==> src/rtl/shift_seq_ctrl.sv <==
// shift_seq_ctrl: sequences a board-level shift register. A start request
// latches a pattern and a shift count, pulses sr_load for one cycle, then
// issues one sr_ena pulse per rising edge of the timebase tick until the
// programmed number of shifts has been issued, and ends with a done pulse.
//
// Ports
//   clk, areset          clock, asynchronous active-high reset
//   start, stop          sequence request / abort (stop wins)
//   tick                 timebase flag; each rising edge is one shift slot
//   pattern, num_shifts  latched when a start is accepted in IDLE
//   sr_load, sr_ena      shift register controls (never high together)
//   sr_data              latched pattern, stable while busy
//   busy, done           sequence active / one-cycle completion pulse
//   shift_cnt            shifts issued in the current sequence
//
// Build option: define SHIFT_SEQ_AUTO_RELOAD_EN to make DONE reload the
// latched pattern and repeat until stop or areset.

module shift_seq_ctrl #(
    parameter int WIDTH = 4,
    parameter int CNT_W = 4
) (
    input  logic             clk,
    input  logic             areset,
    input  logic             start,
    input  logic             stop,
    input  logic             tick,
    input  logic [WIDTH-1:0] pattern,
    input  logic [CNT_W-1:0] num_shifts,
    output logic             sr_load,
    output logic             sr_ena,
    output logic [WIDTH-1:0] sr_data,
    output logic             busy,
    output logic             done,
    output logic [CNT_W-1:0] shift_cnt
);

    typedef enum logic [1:0] {
        S_IDLE,
        S_LOAD,
        S_RUN,
        S_DONE
    } state_t;

    state_t           state_q;
    logic             tick_q;
    logic             load_q;
    logic             ena_q;
    logic             busy_q;
    logic             done_q;
    logic [WIDTH-1:0] data_q;
    logic [CNT_W-1:0] num_q;
    logic [CNT_W-1:0] cnt_q;
    logic [CNT_W-1:0] cnt_d;
    logic             tick_rise;

    // A held-high tick counts once: only the 0->1 transition is a slot.
    assign tick_rise = tick & ~tick_q;
    assign cnt_d     = cnt_q + {{(CNT_W-1){1'b0}}, 1'b1};

    // Pulse outputs default low every cycle; each state raises them for
    // the single cycle that follows the deciding edge.
    always_ff @(posedge clk or posedge areset) begin
        if (areset) begin
            state_q <= S_IDLE;
            tick_q  <= 1'b0;
            load_q  <= 1'b0;
            ena_q   <= 1'b0;
            busy_q  <= 1'b0;
            done_q  <= 1'b0;
            data_q  <= '0;
            num_q   <= '0;
            cnt_q   <= '0;
        end else begin
            tick_q <= tick;
            load_q <= 1'b0;
            ena_q  <= 1'b0;
            done_q <= 1'b0;
            unique case (state_q)
                S_IDLE: begin
                    if (start && !stop) begin
                        data_q  <= pattern;
                        num_q   <= num_shifts;
                        cnt_q   <= '0;
                        state_q <= S_LOAD;
                        load_q  <= 1'b1;
                        busy_q  <= 1'b1;
                    end
                end
                S_LOAD: begin
                    if (stop) begin
                        state_q <= S_IDLE;
                        busy_q  <= 1'b0;
                    end else if (num_q == '0) begin
                        state_q <= S_DONE;
                        busy_q  <= 1'b0;
                        done_q  <= 1'b1;
                    end else begin
                        state_q <= S_RUN;
                    end
                end
                S_RUN: begin
                    if (stop) begin
                        state_q <= S_IDLE;
                        busy_q  <= 1'b0;
                    end else if (tick_rise) begin
                        ena_q <= 1'b1;
                        cnt_q <= cnt_d;
                        // Finish on the same edge that issues the last shift.
                        if (cnt_d == num_q) begin
                            state_q <= S_DONE;
                            busy_q  <= 1'b0;
                            done_q  <= 1'b1;
                        end
                    end
                end
                S_DONE: begin
`ifdef SHIFT_SEQ_AUTO_RELOAD_EN
                    if (stop) begin
                        state_q <= S_IDLE;
                    end else begin
                        state_q <= S_LOAD;
                        load_q  <= 1'b1;
                        busy_q  <= 1'b1;
                        cnt_q   <= '0;
                    end
`else
                    state_q <= S_IDLE;
`endif
                end
                default: begin
                    state_q <= S_IDLE;
                    busy_q  <= 1'b0;
                end
            endcase
        end
    end

    assign sr_load   = load_q;
    assign sr_ena    = ena_q;
    assign sr_data   = data_q;
    assign busy      = busy_q;
    assign done      = done_q;
    assign shift_cnt = cnt_q;

endmodule

==> config.mk <==
export PLATFORM = sky130hd
export DESIGN_NAME = shift_seq_ctrl
export DESIGN_NICKNAME = d
export VERILOG_FILES = /design/src/rtl/shift_seq_ctrl.sv
export SDC_FILE = /design/constraint.sdc
export NUM_CORES = 1
export LEC_CHECK = 0
export CORE_MARGIN = 2
export CORE_UTILIZATION = 35
export CTS_CLUSTER_SIZE = 25
export DETAILED_ROUTE_END_ITERATION = 6
export GPL_TIMING_DRIVEN = 0
export SYNTH_ARGS = -nofsm -noshare
export SYNTH_HDL_FRONTEND = slang
export SYNTH_SLANG_ARGS = --single-unit
export TNS_END_PERCENT = 20
==> constraint.sdc <==
create_clock -name clk -period 2.9 [get_ports clk]
set_input_delay 0.29 -clock clk [delete_from_list [all_inputs] [get_ports clk]]
set_output_delay 0.29 -clock clk [all_outputs]
set_load 0.1 [all_outputs]
# Word level (Yosys, flattened, before mapping)
# Index checks and enable logic that the tools add are counted.
# word_totals
ff_bits	19
inputBits	13
out_inout_bits	12
wordCells	61
# classes
n_addsub	1
eq_ne	10
muxes	29
bitwise_logic	2
reduce_logical	10
# ops
op	n
two-way mux 1 bit	17
two-way mux 4 bit	3
two-way mux 2 bit	5
!= test 3 bit (second input constant)	3
case mux 2 bit (4 select lines)	1
case mux 4 bit (2 select lines)	1
!= test 2 bit (second input constant)	3
AND reduction 5 bit	1
adder 4 x 1 -> 4 bit (second input constant)	1
== test 2 bit (second input constant)	2
== test 4 bit	1
zero test 4 bit	1
AND reduction 4 bit	1
case mux 1 bit (3 select lines)	1
AND reduction 3 bit	1
nonzero test 3 bit	1
== test 2 x 1 -> 1 bit (second input constant)	1
zero test 2 bit	1
case mux 1 bit (2 select lines)	1
AND reduction 2 bit	1
nonzero test 2 bit	1
AND 1 bit	1
logical AND 1 bit	1
zero test 1 bit	1
NOT 1 bit	1

# Logic depth before layout (Yosys ltp)
# Gate-level depths: netlist of run 1.
# depth
word_depth	6
ltp_mapped	7
mapped_depth_nobuf	7

# Least setup slack after synthesis of run 1
# OpenSTA, ideal clock, no wires.
# synth_path
path_kind	register -> register
start	register cnt_q[0], in the netlist shift_cnt[0]
end	register state_q[1]
setup_time_ns	0.122
arrival_time_ns	2.100
t_required_ns	2.778
slack_ns	0.678
path_stages_with_launch	7
path_buffers	0
period_less_slack_ns	2.222
cell_sequence	dfrtp_1 ha_1 xnor2_1 nand3_1 nor3_2 o21ai_0 o2bb2ai_1
# synth_between
elab_chain_len	4
# synth_lines
item	line	text
from (decl)	53	logic [CNT_W-1:0] cnt_q;
from (signal assigned)	108	cnt_q <= cnt_d;
adder 4 x 1 -> 4 bit	59	assign cnt_d = cnt_q + {{(CNT_W-1){1'b0}}, 1'b1};
== test 4 bit	110	if (cnt_d == num_q) begin
!= test 3 bit (no line)	-	
AND reduction 3 bit (no line)	-	
to (signal assigned)	65	state_q <= S_IDLE;
to (signal assigned)	104	state_q <= S_IDLE;
to (signal assigned)	111	state_q <= S_DONE;
to (decl)	45	state_t state_q;
# Every way passes these cells.
# A chain may end at the register's enable or synchronous reset.

# Worst setup path in the final report of run 1
# layout_path
start	register cnt_q[0], in the netlist shift_cnt[0]
end	output port shift_cnt[0]
# layout_rtl
item	line	text
to (decl)	35	output logic [CNT_W-1:0] shift_cnt
# No word-level cell between the ends.

==> results of run 1 <==
==> area by class of cell <==
class	instances	area [µm²]	area share (%)
flip-flops and latches	19	475	37.7
multi-input cells	75	454	36.0
repair buffers	24	240	19.1
well taps	30	37.5	2.98
clock buffers	3	22.5	1.79
inverters	6	22.5	1.79
clock inverters	1	7.51	0.596
==> kinds of logic after synthesis <==
| kind of cell | share of synthesized area, % |
|---|---|
| simple gates | 25.2 |
| buf+inv | 2.37 |
| fa+ha+maj | 6.57 |
| mux | 2.10 |
| flops | 49.9 |
| xor+xnor | 5.52 |
| compound gates | 8.28 |
==> sequential cells by signal, summed over array words and instances, names as in the netlist <==
register	cells
num_q	4
shift_cnt	4
tick_q	1
sr_ena	1
state_q	2
sr_data	4
sr_load	1
done	1
busy	1
==> cell usage in the layout (no fill, tap or decap) <==
cell type	instances
o211ai_1	1
clkinvlp_4	1
dfrtp_1	19
o21ai_0	7
nor2b_1	2
clkbuf_4	3
nand2_1	28
inv_1	5
ha_1	5
a21oi_1	1
nand2b_1	2
nand3b_1	2
o2bb2ai_1	1
nor3_2	1
nand3_1	2
xor2_1	2
or2b_1	1
and2b_1	1
mux2i_1	2
or2b_2	1
or3_4	1
clkdlybuf4s50_1	24
clkinv_1	1
and2_1	1
and2b_2	1
nor2_1	5
a22oi_1	1
a21boi_0	1
nor4_1	1
o31ai_1	1
xnor2_1	4
==> how the worst min path moves through the flow <==
stage	from	to	slack (ns)	depth (start not counted)
after floorplan	areset	busy	0.24	1
after global placement	sr_data[3]	sr_data[3]	0.46	2
after detailed placement	sr_data[2]	sr_data[2]	0.47	2
after CTS	areset	busy	0.42	2
after global routing	tick	tick_q	0.43	1
final	areset	busy	0.37	2
==> metal layers <==
layer | routed length (µm) | track usage, % | part of all wire [%] | vias to the layer above
met4 | 15 | 2.04 | 0.82 | 0
met2 | 828 | 20.7 | 45 | 24
met5 | 0 | 0 | 0 | -
met1 | 892 | 17.6 | 49 | 350
li1 | - | - | - | 381
met3 | 97 | 5.12 | 5.3 | 2
==> cell usage after synthesis <==
library cell / instances / area, µm²
a21boi_0: 1 / 7.51
clkinv_1: 1 / 3.75
or2b_1: 1 / 7.51
nand3b_1: 2 / 15.0
inv_1: 5 / 18.8
o211ai_1: 1 / 7.51
nor2b_1: 2 / 12.5
mux2i_1: 2 / 20.0
xor2_1: 2 / 17.5
o21ai_0: 7 / 35.0
and2b_1: 1 / 7.51
nor4_1: 1 / 6.26
or3_4: 1 / 11.3
o2bb2ai_1: 1 / 8.76
nor2_1: 5 / 18.8
o31ai_1: 1 / 7.51
nand2b_1: 2 / 12.5
a22oi_1: 1 / 7.51
and2_1: 1 / 6.26
or2b_2: 1 / 8.76
xnor2_1: 4 / 35.0
nor3_2: 1 / 10.0
ha_1: 5 / 62.6
a21oi_1: 1 / 5.00
dfrtp_1: 19 / 475
nand3_1: 2 / 10.0
and2b_2: 1 / 8.76
nand2_1: 28 / 105
==> metrics by stage <==
step / total power, mW / cells / hold slack, ns
finish: 1.28 / 158 / 0.372
global route: 1.38 / 158 / 0.427
CTS: 1.30 / 158 / 0.417
detailed placement: 1.16 / 154 / 0.466
global placement: 1.14 / 154 / 0.463
floorplan: 0.979 / 100 / 0.241
==> report_power, final <==
part / switching, mW / internal, mW / leakage [nW]
Sequential: 0.0646 / 0.350 / 0.245
Clock: 0.0889 / 0.0525 / 0.0139
Combinational: 0.509 / 0.219 / 0.322
==> impl_metrics.yaml, run 1 <==
run_status:
  status: "finished clean"
sta:
  fin_crit_ns: 2.21
  worst_pin_slew_ns: 0.974
  max_freq_mhz: 452
  period_share_pct: 76.2
  tns_ns: 0
  worst_clock_skew_ns: 0.00571
  fin_ws_ns: 0.689
  setup_viol: 0
  hold_viol_final: 0
  finalMaxSlewViolations: 0
  rsz0062_at_grt: "false"
  relSlewSlack_pct: 34.9
floorplan:
  start_util_pct: 37.7
  rows: 18
  die_h_um: 56.2
  core_mm2: 0.00252
  die_w_um: 56.2
  dieArea_mm2: 0.00315
  num_io_pins: 25
yosys:
  yosysSeqAreaShare_pct: 49.9
  syn-num-nets: 118
  ys_types: 28
  synth_cells: 100
  syn-mean-instance-area_um2: 9.52
  ys_ff_latch: 19
  syn_area_um2: 952
  ys_warn_count: 0
critical_path:
  worstRegToRegCells: 6
  critPathKind: "reg -> out"
  cp-start-kind: "flop"
  critPathLaunch: "shift_cnt[0]"
  critPathMaxFanout: 6
  r2r_end: "state_q[1]"
  critPathTopFamily: "buffers and inverters"
  timing.rr.start: "shift_cnt[0]"
  crit_cells: 1
  crit_path_cell_trace: "clkdlybuf4s50_1"
  crit_required_ns: 2.61
  end_kind: "output port"
  arrival_ns: 1.92
  critPathBufInv: 1
  rrSetupSlack_ns: 1.12
  slowest_stage: "clkdlybuf4s50_1"
  crit_path_end: "shift_cnt[0]"
  crit_path_max_incr_delay_ns: 1.16
place:
  post-place-ws_ns: 1.02
  dpl_cell_area_mm2: 0.00123
  gp_congestion: 0.818
  portBuffers: 24
  dp_hpwl_mm: 1.45
clock_tree:
  holdBufCountCts: 0
  cts_resized: 0
  clkLatencyLatePin_ns: 0.30
  tritoncts: "yes"
  cts_max_level: 1
  numCtsBuffers: 3
  cts_root_buf: "clkbuf_4"
  cts_setup_buffers: 0
  clk_path_buf_depth: 2
  cts_sinks: 19
  clk_pin_slew_ns: 0.12
grt:
  grt_pass1_vias: 781
  grt_usage_pct: 13.2
  grt_max_degree: 20
  grt-ovfl-total: 0
  antenna_found_initial: 0
  grt_pass1_wl_mm: 3.34
power_and_ir_drop:
  power_density_mw_per_mm2: 1020
  ir_drop_mv: 0.612
  leakage_nw: 0.581
worst_hold_path:
  min_path_type: "in -> async"
final_layout:
  syn_to_final_growth_pct: 32.3
  fin_area_mm2: 0.00126
  fill_cells: 246
  fin_util_pct: 50.0
  drive_gt1_share_pct: 6.25
  n_antenna_cell: 0
  nets: 147
job:
  maxCapViolations: 0
drt:
  wirelength_mm: 1.83
  drc: 0
  drt-vias-per-instance: 4.79
  drt.antenna.violating_nets: 0
  vias: 757
  wire_per_inst_um: 11.6
  first_iter_violations: 14
  drt-pass1-iter-count: 4
Power figures use the tool's default switching activity.
==> inputs of run 2 (changes only) <==
==> constraint.sdc (replaced) <==
create_clock -name clk -period 2.1 [get_ports clk]
set_input_delay 0.21 -clock clk [delete_from_list [all_inputs] [get_ports clk]]
set_output_delay 0.21 -clock clk [all_outputs]
set_load 0.1 [all_outputs]
==> impl_metrics.yaml, run 2 (synthesis results as in run 1) <==
run_status:
  status: "finished clean"
sta:
  period_share_pct: 97.1
  finalMaxSlewViolations: 0
  worst_clock_skew_ns: 0.00731
  max_freq_mhz: 490
  setup_viol: 0
  rsz0062_at_grt: "false"
  worst_pin_slew_ns: 0.974
  fin_ws_ns: 0.0605
  hold_slack_ns: 0.316
  fin_crit_ns: 2.04
  hold_viol_final: 0
  relSlewSlack_pct: 34.9
  tns_ns: 0
critical_path:
  critPathMaxFanout: 4
  cp-start-kind: "flop"
  critPathKind: "reg -> out"
  r2r_end: "state_q[1]"
  crit_required_ns: 1.89
  critPathTopFamily: "buffers and inverters"
  crit_path_cell_trace: "clkdlybuf4s50_1"
  end_kind: "output port"
  worstRegToRegCells: 6
  arrival_ns: 1.83
  slowest_stage: "clkdlybuf4s50_1"
  crit_path_max_incr_delay_ns: 1.13
  rrSetupSlack_ns: 0.33
  timing.rr.start: "shift_cnt[0]"
  critPathBufInv: 1
clock_tree:
  cts_sinks: 19
  clk_pin_slew_ns: 0.11
  cts_max_level: 1
  numCtsBuffers: 3
  clk_path_buf_depth: 2
  cts_root_buf: "clkbuf_4"
  tritoncts: "yes"
  holdBufCountCts: 0
  clkLatencyLatePin_ns: 0.29
floorplan:
  num_io_pins: 25
  dieArea_mm2: 0.00315
  die_h_um: 56.2
  start_util_pct: 37.7
  core_mm2: 0.00252
  rows: 18
  die_w_um: 56.2
place:
  post-place-ws_ns: 0.319
  dp.cells: 154
  gp_congestion: 0.836
  portBuffers: 24
  dpl_cell_area_mm2: 0.00123
  dp_hpwl_mm: 1.36
drt:
  drt-pass1-iter-count: 4
  drc: 0
  drt.antenna.violating_nets: 0
  wirelength_mm: 1.79
  first_iter_violations: 17
  wire_per_inst_um: 11.3
  vias: 757
  drt-vias-per-instance: 4.79
worst_hold_path:
  min_path_type: "in -> async"
grt:
  grt_pass1_vias: 722
  antenna_found_initial: 0
  grt-ovfl-total: 0
  grt_usage_pct: 12.3
  grt_max_degree: 20
  grt_pass1_wl_mm: 3.12
final_layout:
  multiInputGateArea_um2: 454
  n_antenna_cell: 0
  fill_cells: 252
  drive_gt1_share_pct: 7.81
  stdcell_count: 158
  nets: 147
  layout_common_cells: "nand2_1 (28), clkdlybuf4s50_1 (21), dfrtp_1 (17)"
  fin_area_mm2: 0.00126
  final_common_cell: "nand2_1"
  seq_area_um2: 478
  syn_to_final_growth_pct: 32.7
power_and_ir_drop:
  power_density_mw_per_mm2: 1400
  ir_drop_mv: 1.02
  leakage_nw: 0.623
job:
  maxCapViolations: 0
==> run 2: cell types whose count changed in the layout (fill, tap and decap cells not counted) <==
cell	change
dlygate4sd2_1	+1
clkinv_2	+1
dfrtp_1	-2
clkdlybuf4s50_1	-3
dlymetal6s2s_1	+2
clkinvlp_4	-1
dfrtp_2	+2
==> run 2: stage by stage <==
step | power [mW] | utilization, %
2_1_floorplan | 1.35 | -
3_3_place_gp | 1.58 | 48.9
3_5_place_dp | 1.59 | 48.9
4_1_cts | 1.79 | 49.9
5_1_grt | 1.89 | 50.1
6_report | 1.76 | 50.1
==> run 2: timing repair <==
action,in CTS,in global routing
gates resized for setup,1,2
buffers inserted,0,0
cloned,0,0
pin swaps,0,0
setup endpoints to repair,1,2
==> run 2: area by class of cell <==
class                           instances  share of cell area (%)
Clock inverter                          1                   0.396
Clock buffer                            3                    1.78
Sequential cell                        19                    37.8
Multi-Input combinational cell         75                    35.9
Timing Repair Buffer                   24                    19.3
Inverter                                6                    1.78
Tap cell                               30                    2.97
==> run 2: how the worst max path moves through the flow <==
stage	cells past startpoint	to	from
5_1_grt	1	shift_cnt[1]	shift_cnt[1]
6_report	1	shift_cnt[1]	shift_cnt[1]
3_5_place_dp	5	sr_data[1]	stop
3_3_place_gp	6	state_q[1]	shift_cnt[0]
2_1_floorplan	5	busy	shift_cnt[2]
4_1_cts	1	shift_cnt[0]	shift_cnt[0]
==> run 2: report_power, final <==
group / switching (mW) / total [mW] / internal (mW)
Combinational: 0.705 / 1.01 / 0.303
Clock: 0.114 / 0.185 / 0.0708
Sequential: 0.0859 / 0.571 / 0.485
==> run 2: routing by layer <==
metal	vias up	share of wire (%)	track usage, %
met5	-	0	0
met4	0	1.1	3.06
met3	2	5.9	4.65
met2	28	44	18.5
met1	343	49	16.8
li1	384	-	-
